`config.mk`:
```
export PLATFORM = sky130hd
export DESIGN_NAME = mem_access_unit
export DESIGN_NICKNAME = d
export VERILOG_FILES = /design/src/rtl/mem_pkg.sv /design/src/rtl/load_align.sv /design/src/rtl/mem_access_unit.sv
export SDC_FILE = /design/constraint.sdc
export NUM_CORES = 1
export LEC_CHECK = 0
export ABC_AREA = 0
export CAP_MARGIN = 20
export CELL_PAD_IN_SITES_DETAIL_PLACEMENT = 0
export CELL_PAD_IN_SITES_GLOBAL_PLACEMENT = 2
export CORE_MARGIN = 3
export CORE_UTILIZATION = 27
export CTS_BUF_LIST = sky130_fd_sc_hd__clkbuf_2 sky130_fd_sc_hd__clkbuf_4 sky130_fd_sc_hd__clkbuf_8
export DETAILED_ROUTE_END_ITERATION = 6
export PLACE_DENSITY = 0.8
export SYNTH_ARGS = -nofsm -noshare
export SYNTH_HDL_FRONTEND = slang
export SYNTH_SLANG_ARGS = --single-unit
```
`constraint.sdc`:
```
create_clock -name clk -period 3.88 [get_ports clk]
set_input_delay 0.388 -clock clk [delete_from_list [all_inputs] [get_ports clk]]
set_output_delay 0.388 -clock clk [all_outputs]
set_load 0.02 [all_outputs]
```
`src/rtl/mem_pkg.sv`:
```
// Shared definitions for the data-memory interface: RV32I width codes,
// RAM write-enable encoding and the access-unit FSM states.
package mem_pkg;

    localparam logic [2:0] F3_B  = 3'b000;
    localparam logic [2:0] F3_H  = 3'b001;
    localparam logic [2:0] F3_W  = 3'b010;
    localparam logic [2:0] F3_BU = 3'b100;
    localparam logic [2:0] F3_HU = 3'b101;

    typedef enum logic [1:0] {
        WE_NONE = 2'b00,
        WE_BYTE = 2'b01,
        WE_HALF = 2'b10,
        WE_WORD = 2'b11
    } we_e;

    typedef enum logic [1:0] {
        ST_IDLE   = 2'b00,
        ST_ACCESS = 2'b01,
        ST_RESP   = 2'b10
    } state_e;

    function automatic we_e width_we(input logic [2:0] funct3);
        we_e we;
        case (funct3)
            F3_B, F3_BU: we = WE_BYTE;
            F3_H, F3_HU: we = WE_HALF;
            F3_W:        we = WE_WORD;
            default:     we = WE_NONE;
        endcase
        return we;
    endfunction

    // Unsigned widths have no store form; halves and words need natural alignment.
    function automatic logic req_illegal(input logic write, input logic [2:0] funct3,
                                         input logic [1:0] addr_lo);
        logic bad;
        case (funct3)
            F3_B:    bad = 1'b0;
            F3_BU:   bad = write;
            F3_H:    bad = addr_lo[0];
            F3_HU:   bad = write | addr_lo[0];
            F3_W:    bad = (addr_lo != 2'b00);
            default: bad = 1'b1;
        endcase
        return bad;
    endfunction

endpackage

```
`src/rtl/load_align.sv`:
```
// Load lane extraction: picks the byte or half-word addressed within the
// RAM word and sign- or zero-extends it to 32 bits.
module load_align
    import mem_pkg::*;
(
    input  logic [31:0] rdata_i,
    input  logic [1:0]  addr_i,
    input  logic [2:0]  funct3_i,
    output logic [31:0] data_o
);

    logic [7:0]  byte_s;
    logic [15:0] half_s;

    // Lane select and extension.
    always_comb begin
        byte_s = rdata_i[{addr_i, 3'b000} +: 8];
        half_s = rdata_i[{addr_i[1], 4'b0000} +: 16];
        case (funct3_i)
            F3_B:    data_o = {{24{byte_s[7]}}, byte_s};
            F3_BU:   data_o = {24'h000000, byte_s};
            F3_H:    data_o = {{16{half_s[15]}}, half_s};
            F3_HU:   data_o = {16'h0000, half_s};
            F3_W:    data_o = rdata_i;
            default: data_o = 32'h0000_0000;
        endcase
    end

endmodule

```
`src/rtl/mem_access_unit.sv`:
```
// Data-memory initiator: one load/store at a time, IDLE -> ACCESS -> RESP,
// with illegal or misaligned requests answered from IDLE without a RAM access.
module mem_access_unit
    import mem_pkg::*;
#(
    parameter int ADDR_W = 32
) (
    input  logic              clk,
    input  logic              reset,
    input  logic              req_valid,
    output logic              req_ready,
    input  logic              req_write,
    input  logic [2:0]        req_funct3,
    input  logic [ADDR_W-1:0] req_addr,
    input  logic [31:0]       req_wdata,
    output logic              rsp_valid,
    output logic [31:0]       rsp_rdata,
    output logic              rsp_err,
    output logic [1:0]        mem_we,
    output logic [ADDR_W-1:0] mem_addr,
    output logic [31:0]       mem_wData,
    input  logic [31:0]       mem_rData
);

    state_e            state_q, state_d;
    logic              write_q, write_d;
    logic [2:0]        funct3_q, funct3_d;
    logic [ADDR_W-1:0] addr_q, addr_d;
    logic [31:0]       wdata_q, wdata_d;
    logic              err_q, err_d;
    logic [31:0]       rdata_q, rdata_d;
    logic [31:0]       load_data_s;
    logic              accept_s;

    load_align u_load_align (
        .rdata_i  (mem_rData),
        .addr_i   (addr_q[1:0]),
        .funct3_i (funct3_q),
        .data_o   (load_data_s)
    );

    // State and request latches.
    always_ff @(posedge clk or posedge reset) begin
        if (reset) begin
            state_q  <= ST_IDLE;
            write_q  <= 1'b0;
            funct3_q <= 3'b000;
            addr_q   <= '0;
            wdata_q  <= 32'h0000_0000;
            err_q    <= 1'b0;
            rdata_q  <= 32'h0000_0000;
        end else begin
            state_q  <= state_d;
            write_q  <= write_d;
            funct3_q <= funct3_d;
            addr_q   <= addr_d;
            wdata_q  <= wdata_d;
            err_q    <= err_d;
            rdata_q  <= rdata_d;
        end
    end

    assign accept_s = (state_q == ST_IDLE) && req_valid;

    // Next-state decode.
    always_comb begin
        state_d = state_q;
        case (state_q)
            ST_IDLE: begin
                if (req_valid) begin
                    state_d = req_illegal(req_write, req_funct3, req_addr[1:0]) ? ST_RESP : ST_ACCESS;
                end else begin
                    state_d = ST_IDLE;
                end
            end
            ST_ACCESS: state_d = ST_RESP;
            ST_RESP:   state_d = ST_IDLE;
            default:   state_d = ST_IDLE;
        endcase
    end

    // Latch capture on accept; load data captured at the close of ACCESS.
    always_comb begin
        write_d  = write_q;
        funct3_d = funct3_q;
        addr_d   = addr_q;
        wdata_d  = wdata_q;
        err_d    = err_q;
        rdata_d  = rdata_q;
        if (accept_s) begin
            write_d  = req_write;
            funct3_d = req_funct3;
            addr_d   = req_addr;
            wdata_d  = req_wdata;
            err_d    = req_illegal(req_write, req_funct3, req_addr[1:0]);
            rdata_d  = 32'h0000_0000;
        end else if ((state_q == ST_ACCESS) && !write_q) begin
            rdata_d  = load_data_s;
        end else begin
            rdata_d  = rdata_q;
        end
    end

    // Outputs decoded from state so the RAM strobe drops with the async reset.
    always_comb begin
        req_ready = (state_q == ST_IDLE);
        rsp_valid = (state_q == ST_RESP);
        rsp_err   = (state_q == ST_RESP) ? err_q : 1'b0;
        rsp_rdata = rdata_q;
        mem_addr  = addr_q;
        if ((state_q == ST_ACCESS) && write_q) begin
            mem_we    = width_we(funct3_q);
            mem_wData = wdata_q;
        end else begin
            mem_we    = WE_NONE;
            mem_wData = 32'h0000_0000;
        end
    end

endmodule
```
# After elaboration in Yosys (flattened, before gate mapping)

Index checks and enable logic that the tools add are counted.

$add $sub $neg: 0
Multiply operators: 0
Div/mod/pow operators: 0
Magnitude comparators: 0
Equal/unequal tests: 10
Shift-type cells: 2
Muxes and demuxes: 13
Bitwise gates (word level): 1
Reductions and logical operators: 11

Operators with widths:

| kind                 | count |
|---|---|
| $pmux W32 S5         | 1 |
| $mux W32             | 3 |
| $shiftx A32 B6 Y16   | 1 |
| $shiftx A32 B6 Y8    | 1 |
| $eq A3 B3 Y1 const B | 4 |
| $eq A3 B1 Y1 const B | 2 |
| $eq A3 B2 Y1 const B | 2 |
| $logic_not A3 Y1     | 2 |
| $mux W2              | 3 |
| $pmux W2 S3          | 1 |
| $pmux W1 S5          | 1 |
| $pmux W2 S2          | 1 |
| $reduce_bool A2 Y1   | 2 |
| $reduce_or A2 Y1     | 2 |
| $logic_and A1 B1 Y1  | 3 |
| $mux W1              | 3 |
| $eq A2 B1 Y1 const B | 1 |
| $eq A2 B2 Y1 const B | 1 |
| $logic_not A2 Y1     | 1 |
| $logic_not A1 Y1     | 1 |
| $or A1 B1 Y1         | 1 |

Flip-flop bits (word level): 103
Latch bits: 0
RAM bits: 0
ROM bits: 0
Output and inout bits: 101
Word-level logic and storage cells: 44
Memories kept: 0

# Depth between registers and ports, before layout

Depth in word-level cells: 7
Mapped depth: 6
Depth with buffers taken out: 4

# Modules after synthesis

A second synthesis with hierarchy kept.

Cells, all modules: 539
Area, all modules: 4903.5 sq um

By module, submodules not included:

| module          | instances | cells each | area an instance (sq um) | sequential area each (sq um) |
|---|---|---|---|---|
| mem_access_unit | 1         | 421        | 4092.7                   | 2577.5 |
| load_align      | 1         | 118        | 810.8                    | 0.0 |

# Worst setup path after synthesis

Ideal clock, no wire load.

Kind: flip-flop to flip-flop
Start point: reg addr_q[1], in the netlist mem_addr[1]
End point: reg rdata_q[18], in the netlist rsp_rdata[18]
Library setup time: 0.127 ns
Data arrival time: 1.761 ns
Slack: 1.992 ns
Cell stages (with the launch flop): 7
Buffers on the path: 2
Clock period less this slack: 1.888 ns
Cells stage by stage: dfrtp_1 -> buf_6 -> mux4_2 -> nor2_2 -> a2111oi_4 -> buf_6 -> a221o_2

Word-level cells in the longest chain between the ends: 4
Elaborated cells on any way between the ends: 5
Those cells by class: 2 x shift; 3 x mux

RTL lines:

| element                                                        | line                               | text |
|---|---|---|
| start, declared                                                | mem_access_unit.sv:28              | `logic [ADDR_W-1:0] addr_q, addr_d;` |
| start signal, assigned                                         | mem_access_unit.sv:56              | `addr_q <= addr_d;` |
| $shiftx A32 B6 Y16 / $shiftx A32 B6 Y8 (equally long branches) | load_align.sv:18, load_align.sv:17 |  |
| $pmux W32 S5 (*)                                               | load_align.sv:19                   | `case (funct3_i)` |
| $mux W32 (*)                                                   | mem_access_unit.sv:97              | `end else if ((state_q == ST_ACCESS) && !write_q) begin` |
| $mux W32 (*)                                                   | mem_access_unit.sv:90              | `if (accept_s) begin` |
| end signal, assigned                                           | mem_access_unit.sv:59              | `rdata_q <= rdata_d;` |
| end, declared                                                  | mem_access_unit.sv:31              | `logic [31:0] rdata_q, rdata_d;` |

Mark *: on every way between the ends. The rest lies on a longest branch, timed or not. The select of a mux whose other input is x is not followed.
A chain may end at the register's enable or synchronous reset.

# Final worst setup path

Start point: reg state_q[1]
End point: out mem_wData[4]

Word-level cells in the longest chain between the ends: 3

RTL lines:

| element                | line                   | text |
|---|---|---|
| start, declared        | mem_access_unit.sv:25  | `state_e state_q, state_d;` |
| start signal, assigned | mem_access_unit.sv:53  | `state_q <= state_d;` |
| $eq A2 B1 Y1           | mem_access_unit.sv:111 | `if ((state_q == ST_ACCESS) && write_q) begin` |
| $logic_and A1 B1 Y1    | mem_access_unit.sv:111 |  |
| $mux W32               | mem_access_unit.sv:111 |  |
| end, declared          | mem_access_unit.sv:21  | `output logic [31:0] mem_wData,` |

No other way between the ends.

==> impl_results.md <==
* Status: finished clean
* Clk_lat worst skew at 0.37 ns
* TritonCTS Buffers at 9
* Drt wl/cell at 18.2 um
* Crit path DAT at 2.55 ns
* Antenna Nets Post-Route at 0
* Switching pwr at 961 uW
* Post-CTS resize count at 0
* Worst Tran Pin Value at 0.932 ns
* Final Core Density at 0.425
* Post-DP HPWL at 10000 um
* Clock transition at the registers of the reported paths at 0.11 ns
* Post-CTS setup buffers at 0
* Worst reg2reg startpoint: funct3_q[0]$_DFFE_PP0P_
* Multi-input gate area at 0.00187 mm2
* Clk buf depth at 2
* Commonest non-fill, non-tap cell in the layout: clkdlybuf4s50_1
* DP Worst Slack at 1.28 ns
* Final setup fails at 0
* Hold-fix buffers at CTS at 0
* Fraction of layout cells with a size suffix above 1 at 0.226
* Sw Share at 0.314
* Worst hold path type: input port to async pin
* Placer Congestion at 0.765
* Final Critical Period at 2.94 ns
* Layout fillers at 1557
* Total number of vias at 3585
* Starting Density at 0.277
* Post-synth cell types at 40
* Global route overflow at 0
* Post-synthesis cell count at 339
* Syn avg cell area at 13.6 um2
* MaxCap Viol Count at 0
* Tot GR Track Use at 0.147
* Power per cell area at 432 mW/mm2
* Grt met3 use at 0.0669
* Final worst slack at 0.943 ns
* Yosys warns at 0
* Initial antenna violation count at 0
* TritonCTS clock tree: built
* Most Used Layer, Global Route: met2
* Met2 GRT Util at 0.223
* Die X at 137 um
* Max-Slew Margin vs Limit at 0.377
* Area occupied by registers at 0.00258 mm2
* Clk_skew at 0.0129 ns
* WL final at 13800 um
* First-pass detailed-route iteration total at 5
* Final setup TNS at 0 ns
* Mapped cell area at 0.00461 mm2
* Met1 Use GR at 0.189
* VDD IR max at 0.239 mV
* Layout area overhead at 53.4%
* N_diodes at 0
* Clk sinks at 103
* Sequential fraction of the synthesis area at 0.559
* Final-stage net count at 639
* Io pins at 204
* Crit path required time at 3.49 ns
* H-Tree Depth at 3
* Critical Path Fanout Max at 32
* Die Y at 137 um
* Port-buffer cells at 203
* CP Launch Type: flip-flop
* Clock Power Share at 0.231
* P_leak at 0.00286 uW
* Largest net degree at the start of global routing at 73
* Final Hold Vio Count at 0
* First-pass GRT wire length at 21400 um
* Drt drc at 0
* Most frequent cells in the layout: clkdlybuf4s50_1, dfrtp_1, mux2_2
* Period utilisation layout at 0.757
* Die ar. at 0.0187 mm2
* Core ar. at 0.0166 mm2
* Total Power at 3060 uW
* Initial DRC Count at 196
* Sequential share of power at 0.454
* FMAX at 0.341 GHz
* Vias in the first global route at 3892
* Final Slew Violations at 0
* Synth Net Count at 442
* Crit. End Element: output port
* # rows at 47
* Root buf cell: clkbuf_8
* RSZ-0062 raised after global routing: no
* Gate power share at 0.316
* Internal at 2100 uW
* Critical path origin: state_q[1]$_DFF_PP0_
* Vias/cell at 4.71
* Critical path class: flip-flop to output port
* Number of synthesized register bits at 103
[cell type report]
cell class | count | share of cell area
multi-input combinational | 202 | 0.264
clock buffer | 9 | 0.0175
clock inverter | 7 | 0.0115
timing repair buffer | 208 | 0.297
sequential | 103 | 0.364
tap | 220 | 0.0389
inverter | 12 | 0.00672
[sequential cells by signal (all words and copies together) (netlist names)]
name / flops
wdata_q: 32
rsp_rdata: 32
state_q: 2
err_q: 1
mem_addr: 32
write_q: 1
funct3_q: 3
[per-layer routing]
| metal | wire length [um] | vias up |
|---|---|---|
| met1 | 5740 | 1761 |
| met2 | 6100 | 176 |
| met5 | 0 | - |
| met4 | 135 | 0 |
| li1 | - | 1640 |
| met3 | 1860 | 8 |
[critical path: stages, from the launching register on]
cell             delay, ns
dfrtp_1               0.47
and3b_1               0.84
and2_1                0.22
clkdlybuf4s50_1       0.64
[logic make-up (layout without fill, tap and decap cells)]
kind of cell,count (synthesis),in the layout,synth area share
flops,103,103,0.559
mux,76,76,0.205
buf+inv,34,236,0.0372
compound gates,56,56,0.108
simple gates,70,70,0.0904
[synth_stat cells]
library cell | count | area share
clkbuf_1 | 8 | 0.0065
clkbuf_8 | 1 | 0.0030
inv_1 | 11 | 0.0090
nor2_2 | 1 | 0.0014
a221o_2 | 14 | 0.034
mux4_2 | 8 | 0.039
and2b_2 | 1 | 0.0019
nand2b_1 | 3 | 0.0041
nor4_1 | 1 | 0.0014
nand2_1 | 10 | 0.0081
o21ai_1 | 1 | 0.0011
nor3_1 | 1 | 0.0011
nor2b_1 | 4 | 0.0054
a221oi_1 | 2 | 0.0038
a222oi_1 | 7 | 0.015
dfrtp_1 | 103 | 0.56
a22oi_1 | 8 | 0.013
and4b_2 | 1 | 0.0024
a211oi_1 | 1 | 0.0016
buf_1 | 1 | 0.00081
buf_6 | 3 | 0.0073
a221o_1 | 3 | 0.0065
o32ai_1 | 1 | 0.0019
and3b_1 | 1 | 0.0019
or4_1 | 1 | 0.0016
nor3b_2 | 1 | 0.0027
nor2_1 | 8 | 0.0065
a2111oi_4 | 1 | 0.0060
a21oi_1 | 5 | 0.0054
nand3b_1 | 1 | 0.0016
o211ai_1 | 7 | 0.011
a32o_1 | 1 | 0.0022
and2_1 | 33 | 0.045
or3b_2 | 2 | 0.0038
buf_2 | 9 | 0.0098
mux2_2 | 68 | 0.17
nor3b_1 | 1 | 0.0016
o21ai_0 | 4 | 0.0043
o22ai_1 | 1 | 0.0014
inv_2 | 1 | 0.00081
[power by group through the flow]
stage	clock network (uW)	registers, uW	logic [uW]
final	705	1390	965
after CTS	746	1390	981
after detailed placement	0	1410	978
after global routing	787	1420	1030
after floorplan	0	1500	419
after global placement	0	1410	965
[worst paths after layout]
check	slack (ns)	endpoint	depth (start not counted)
worst max-delay path	0.94	mem_wData[4]	3
worst min-delay path	0.44	mem_addr[20]$_DFFE_PP0P_	2
worst max register to register	1.64	rsp_rdata[2]$_DFFE_PP0P_	4
worst min register to register	0.51	wdata_q[17]$_DFFE_PP0P_	1
max in group asynchronous	2.68	wdata_q[5]$_DFFE_PP0P_	3
min in group clk	0.51	wdata_q[17]$_DFFE_PP0P_	1
[per-stage QoR]
stage,hold slack [ns],cells,area (um2)
after global routing,0.464,761,7070
final,0.437,761,7070
after detailed placement,0.490,744,6860
after global placement,0.481,744,6860
after CTS,0.448,760,7060
after floorplan,0.472,339,4610
No activity file was read; power rests on OpenSTA's default activity.
